**src/rtl/sync_fifo_param_if.sv**
```systemverilog
// Handshake and status bundle for sync_fifo_param; master drives requests, slave is the FIFO.
interface sync_fifo_param_if #(
  parameter int unsigned DW = 8,
  parameter int unsigned AW = 4
);
  logic          wreq;
  logic [DW-1:0] wdata;
  logic          full;
  logic          afull;
  logic          rreq;
  logic [DW-1:0] rdata;
  logic          rvalid;
  logic          empty;
  logic          aempty;
  logic [AW:0]   level;
  logic          ovf;
  logic          udf;
  logic          clr_err;

  modport master (
    output wreq, wdata, rreq, clr_err,
    input  full, afull, rdata, rvalid, empty, aempty, level, ovf, udf
  );

  modport slave (
    input  wreq, wdata, rreq, clr_err,
    output full, afull, rdata, rvalid, empty, aempty, level, ovf, udf
  );
endinterface

```
**src/rtl/sync_fifo_param.sv**
```systemverilog
// Single-clock FIFO with registered or first-word-fall-through read, level/almost flags and
// sticky overflow/underflow errors.
module sync_fifo_param #(
  parameter int unsigned DW     = 8,
  parameter int unsigned AW     = 4,
  parameter int unsigned FWFT   = 0,
  parameter int unsigned AF_LVL = 14,
  parameter int unsigned AE_LVL = 2
) (
  input logic              clka,
  input logic              rstna,
  sync_fifo_param_if.slave bus
);

  localparam int unsigned Depth  = 2 ** AW;
  localparam logic [AW:0] DepthL = (AW+1)'(Depth);
  localparam logic [AW:0] AfLvl  = (AW+1)'(AF_LVL);
  localparam logic [AW:0] AeLvl  = (AW+1)'(AE_LVL);

  logic [DW-1:0] mem [Depth];
  logic [AW-1:0] wr_ptr_q, rd_ptr_q;
  logic [AW:0]   level_q, level_d;
  logic          full_q, empty_q, afull_q, aempty_q;
  logic          ovf_q, ovf_d, udf_q, udf_d;
  logic          wr_en, rd_en;

  // Acceptance uses only the registered flags: no write-through, no pop-through on full.
  assign wr_en = bus.wreq & ~full_q;
  assign rd_en = bus.rreq & ~empty_q;

  always_comb begin
    level_d = level_q + (AW+1)'(wr_en) - (AW+1)'(rd_en);
    ovf_d   = ovf_q;
    udf_d   = udf_q;
    if (bus.clr_err) begin
      ovf_d = 1'b0;
      udf_d = 1'b0;
    end
    // A new error overrides a same-cycle clear.
    if (bus.wreq && full_q)  ovf_d = 1'b1;
    if (bus.rreq && empty_q) udf_d = 1'b1;
  end

  always_ff @(posedge clka) begin
    if (!rstna) begin
      wr_ptr_q <= '0;
      rd_ptr_q <= '0;
      level_q  <= '0;
      full_q   <= 1'b0;
      empty_q  <= 1'b1;
      afull_q  <= 1'b0;
      aempty_q <= 1'b1;
      ovf_q    <= 1'b0;
      udf_q    <= 1'b0;
    end else begin
      if (wr_en) wr_ptr_q <= wr_ptr_q + AW'(1);
      if (rd_en) rd_ptr_q <= rd_ptr_q + AW'(1);
      level_q  <= level_d;
      full_q   <= (level_d == DepthL);
      empty_q  <= (level_d == '0);
      afull_q  <= (level_d >= AfLvl);
      aempty_q <= (level_d <= AeLvl);
      ovf_q    <= ovf_d;
      udf_q    <= udf_d;
    end
  end

  // Storage is deliberately not reset.
  always_ff @(posedge clka) begin
    if (rstna && wr_en) mem[wr_ptr_q] <= bus.wdata;
  end

  if (FWFT != 0) begin : g_fwft
    assign bus.rvalid = ~empty_q;
    assign bus.rdata  = empty_q ? '0 : mem[rd_ptr_q];
  end else begin : g_reg
    logic [DW-1:0] rdata_q;
    logic          rvalid_q;

    always_ff @(posedge clka) begin
      if (!rstna) begin
        rdata_q  <= '0;
        rvalid_q <= 1'b0;
      end else begin
        rvalid_q <= rd_en;
        if (rd_en) rdata_q <= mem[rd_ptr_q];
      end
    end

    assign bus.rvalid = rvalid_q;
    assign bus.rdata  = rdata_q;
  end

  assign bus.full   = full_q;
  assign bus.empty  = empty_q;
  assign bus.afull  = afull_q;
  assign bus.aempty = aempty_q;
  assign bus.level  = level_q;
  assign bus.ovf    = ovf_q;
  assign bus.udf    = udf_q;

endmodule

```
**src/flat_wrapper.sv**
```systemverilog
// flat-port wrapper written by rule: the top's interface ports become plain ports
module sync_fifo_param_flat 
#(
  parameter int unsigned DW     = 8,
  parameter int unsigned AW     = 4,
  parameter int unsigned FWFT   = 0,
  parameter int unsigned AF_LVL = 14,
  parameter int unsigned AE_LVL = 2
)
  (clka, rstna, bus_wreq, bus_wdata, bus_rreq, bus_clr_err, bus_full, bus_afull, bus_rdata, bus_rvalid, bus_empty, bus_aempty, bus_level, bus_ovf, bus_udf);
  sync_fifo_param_if #(.DW(DW), .AW(AW)) bus_i ();
  input logic clka;
  input logic rstna;
  input wire logic [$bits(bus_i.wreq)-1:0] bus_wreq;
  input wire logic [$bits(bus_i.wdata)-1:0] bus_wdata;
  input wire logic [$bits(bus_i.rreq)-1:0] bus_rreq;
  input wire logic [$bits(bus_i.clr_err)-1:0] bus_clr_err;
  output wire logic [$bits(bus_i.full)-1:0] bus_full;
  output wire logic [$bits(bus_i.afull)-1:0] bus_afull;
  output wire logic [$bits(bus_i.rdata)-1:0] bus_rdata;
  output wire logic [$bits(bus_i.rvalid)-1:0] bus_rvalid;
  output wire logic [$bits(bus_i.empty)-1:0] bus_empty;
  output wire logic [$bits(bus_i.aempty)-1:0] bus_aempty;
  output wire logic [$bits(bus_i.level)-1:0] bus_level;
  output wire logic [$bits(bus_i.ovf)-1:0] bus_ovf;
  output wire logic [$bits(bus_i.udf)-1:0] bus_udf;
  assign bus_i.wreq = bus_wreq;
  assign bus_i.wdata = bus_wdata;
  assign bus_i.rreq = bus_rreq;
  assign bus_i.clr_err = bus_clr_err;
  assign bus_full = bus_i.full;
  assign bus_afull = bus_i.afull;
  assign bus_rdata = bus_i.rdata;
  assign bus_rvalid = bus_i.rvalid;
  assign bus_empty = bus_i.empty;
  assign bus_aempty = bus_i.aempty;
  assign bus_level = bus_i.level;
  assign bus_ovf = bus_i.ovf;
  assign bus_udf = bus_i.udf;
  sync_fifo_param #(.DW(DW), .AW(AW), .FWFT(FWFT), .AF_LVL(AF_LVL), .AE_LVL(AE_LVL)) u_core (.clka(clka), .rstna(rstna), .bus(bus_i));
endmodule
```
**config.mk**
```make
export PLATFORM = sky130hd
export DESIGN_NAME = sync_fifo_param_flat
export DESIGN_NICKNAME = d
export VERILOG_FILES = /design/src/rtl/sync_fifo_param_if.sv /design/src/rtl/sync_fifo_param.sv /design/src/flat_wrapper.sv
export SDC_FILE = /design/constraint.sdc
export NUM_CORES = 1
export LEC_CHECK = 0
export CORE_MARGIN = 4
export CORE_UTILIZATION = 40
export CTS_BUF_LIST = sky130_fd_sc_hd__clkbuf_16
export DETAILED_ROUTE_END_ITERATION = 10
export PLACE_DENSITY = 0.69
export SLEW_MARGIN = 40
export SYNTH_ARGS = -nofsm -noshare
export SYNTH_HDL_FRONTEND = slang
export SYNTH_SLANG_ARGS = --single-unit
```
**constraint.sdc**
```tcl
create_clock -name clka -period 3.5 [get_ports clka]
set_input_delay 0.35 -clock clka [delete_from_list [all_inputs] [get_ports clka]]
set_output_delay 0.35 -clock clka [all_outputs]
set_load 0.05 [all_outputs]
```
==> results_dict.tcl <==
set metrics [dict create \
    status "complete, no violations" \
    start_util_pct 40.9 \
    fp.dieW_microns 133 \
    hold_class "flip-flop to flip-flop" \
    drt_first_iter_violations 218 \
    grt.busiest_layer "met2" \
    synth_top_family_by_area "multiplexers" \
    ir_worst_vdd_v 0.000635 \
    synth_nets 424 \
    clk_pin_slew_ns 0.06 \
    route.detailed.drc 0 \
    setup_tns_ns 0 \
    met3_usage_pct 4.45 \
    post-route-min-period_ns 2.64 \
    synth-compound-area-share_pct 5.86 \
    synth_cells 400 \
    fmax_mhz 379 \
    htree_levels 4 \
    regArea_sq_um 4410 \
    arrival_ns 2.98 \
    area_growth_pct 18.0 \
    cpMostUsedCell "ha_1" \
    n_antenna_cell 0 \
    synth.avg_cell_area_sq_um 15.6 \
    period_share_pct 75.4 \
    crit_family "adder cells" \
    dp_hpwl_microns 7980 \
    ys_async_sr_fraction_pct 0 \
    cts_tree "built" \
    power_leakage_uw 0.00240 \
    worst_pin_slew_ns 0.805 \
    firstDrtPassIters 5 \
    hold_viol 0 \
    reg2reg_to "u_core.bus.full$_SDFF_PN0_" \
    wl_microns 12600 \
    numPortBuffers 32 \
    antenna_found_initial 0 \
    cp-end-kind "flip-flop" \
    clockRootBuffer "clkbuf_16" \
    clkSinkCount 156 \
    viasPerCell 5.10 \
    grt_util_met2_pct 23.4 \
    crit_cells 10 \
    synthesis.area_sq_um 6240 \
    drive_gt1_share_pct 12.2 \
    synth_top_area_share_pct 61.6 \
    grt_max_degree 28 \
    synth-edff-count 128 \
    yosys_warnings 0 \
    post_drt_wl_per_cell_microns 18.8 \
    n_fill_cell 1337 \
    rsz0062_at_grt "false" \
    fin_skew_ns 0.00827 \
    reg2reg_depth 9 \
    synth-xor-area-share_pct 1.40 \
    grt_usage_pct 15.1 \
    crit_end "u_core.bus.full$_SDFF_PN0_" \
    ys_types 39 \
    cts_inserted_buffers 17 \
    clock_path_buffers 2 \
    gr-usage-met1_pct 19.8 \
    place_congestion 0.771 \
    clkLatencyLatePin_ns 0.42 \
    worstSetupPathType "input port to flip-flop" \
    die_area_sq_um 17700 \
    power_density_nw_per_um2 649 \
    critical-path-max-stage-delay_ns 0.47 \
    synth_mux_area_share_pct 10.6 \
    finalSetupViolCount 0 \
    multiInputGateArea_sq_um 1690 \
    crit_start "bus_rreq" \
    io_pins 33 \
    cts_resized 0 \
    cap_violations 0 \
    reg2reg_from "u_core.bus.empty$_SDFF_PN1_" \
    fp.coreArea_sq_um 15300 \
    cts_setup_buffers 0 \
    fin_nets 470 \
    yosys.area_share.simple_pct 6.54 \
    crit_chain "clkdlybuf4s50_1, nor2b_1, ha_1, inv_1, ha_1, fa_1, a21o_1, a21oi_1, mux2i_1, nor3b_1" \
    required_ns 3.84 \
    min_from "u_core.bus.rdata[1]$_SDFFE_PN0P_" \
    yosysTopAreaCell "edfxtp_1" \
    crit_buf_inv 2 \
    grt_overflow 0 \
    grt_pass1_wl_microns 19800 \
    num_rows 45 \
    worst_hold_slack_ns 0.504 \
    finalMaxSlewViolations 0 \
    synth_fa_ha_area_share_pct 2.33 \
    hold_buffers 0 \
    critPathMaxFanout 4 \
    synthTopCellsByArea "edfxtp_1, mux2i_1, dfxtp_1" \
    grt_pass1_vias 3551 \
    final_antenna_net_count 0 \
    synthFlopType "edfxtp_1" \
    die-height_microns 133 \
    rrSetupSlack_ns 0.98 \
    setup.worst_path.start_class "input port" \
    routed-via-count 3412 \
    relSlewSlack_pct 46.2 \
    ys_seq_elements 156 \
    crit_path_top_delay_cell "clkdlybuf4s50_1" \
    synth_seq_area_share_pct 70.6 \
]
## state kept, by name (all words and copies together) (netlist names)
register,count
u_core.mem,128
u_core.bus.rdata,8
u_core.bus.level,5
u_core.rd_ptr_q,4
u_core.wr_ptr_q,4
u_core.bus.aempty,1
u_core.bus.afull,1
u_core.bus.empty,1
u_core.bus.full,1
u_core.bus.ovf,1
u_core.bus.rvalid,1
u_core.bus.udf,1
## kinds of logic after synthesis
kind of cell,after synthesis
AOI/OAI and AO/OA,49
muxes,65
adders and majority gates,11
DFF,156
buffers and inverters,29
and+or+nand+nor,80
xor gates and xnor gates,10
## layout by cell type, fill, tap and decap left out, types with 9 or more instances in the layout
| master | n |
|---|---|
| nor2b_1 | 9 |
| ha_1 | 10 |
| nand3_1 | 9 |
| clkbuf_16 | 17 |
| nor2_1 | 11 |
| buf_4 | 15 |
| a22oi_1 | 24 |
| dfxtp_1 | 27 |
| nand2_1 | 20 |
| inv_1 | 12 |
| edfxtp_1 | 128 |
| and2_1 | 11 |
| clkdlybuf4s50_1 | 32 |
| mux2i_1 | 64 |
| a21oi_1 | 10 |
## through the flow
step	instances	total power (uW)	utilization [%]	setup WS, ns	instance area [sq um]
CTS	669	4810	48.1	0.899	7340
global placement	638	3130	44.6	0.575	6810
floorplan	400	2850	-	0.729	6240
detailed placement	638	3150	44.6	0.467	6810
finish	669	4770	48.2	0.860	7360
global route	669	4990	48.2	0.729	7360
## Yosys cell counts (2+ instances only)
cell,instances
edfxtp_1,128
mux2i_1,64
dfxtp_1,28
a22oi_1,24
nand2_1,20
nor2_1,18
and2_1,11
a21oi_1,10
ha_1,10
nor2b_1,10
inv_1,9
nand3_1,9
a221oi_1,8
buf_4,8
xnor2_1,8
buf_2,5
clkbuf_1,3
a21o_1,2
buf_6,2
clkbuf_2,2
nand3b_1,2
xor2_1,2
## metal layers
| layer | part of all wire, % | vias to the layer above |
|---|---|---|
| met5 | 0 | - |
| met4 | 1.6 | 0 |
| met3 | 5.1 | 18 |
| met2 | 48 | 87 |
| met1 | 45 | 1693 |
| li1 | - | 1614 |
## report_power, final
part,switching [uW],internal [uW],leakage [uW]
Combinational,593,356,0.000744
Sequential,65.8,2110,0.00138
Clock,692,961,0.000274
## worst reg2reg max path: stages, from the launching register on
cell and delay (ns):
dfxtp_1 0.38, nor2b_1 0.08, ha_1 0.27, inv_1 0.04, ha_1 0.22, fa_1 0.40, a21o_1 0.17, a21oi_1 0.25
mux2i_1 0.41, nor3b_1 0.22
## final cells by class
| type | instances | area share (%) |
|---|---|---|
| well taps | 211 | 3.59 |
| clock inverters | 14 | 1.46 |
| inverters | 9 | 0.459 |
| flip-flops and latches | 156 | 59.9 |
| multi-input cells | 215 | 22.9 |
| clock buffers | 17 | 5.78 |
| repair buffers | 47 | 5.88 |
## worst min path at each step
stage / end / slack [ns] / cells after the start
4_1_cts: u_core.bus.rdata[1]$_SDFFE_PN0P_ / 0.51 / 2
2_1_floorplan: u_core.mem[0][0]$_DFFE_PP_ / 0.45 / 0
3_3_place_gp: u_core.bus.rdata[0]$_SDFFE_PN0P_ / 0.49 / 2
3_5_place_dp: u_core.bus.rdata[1]$_SDFFE_PN0P_ / 0.49 / 2
6_report: u_core.bus.rdata[1]$_SDFFE_PN0P_ / 0.50 / 2
5_1_grt: u_core.bus.rdata[3]$_SDFFE_PN0P_ / 0.55 / 2
Power figures use the tool's default switching activity.
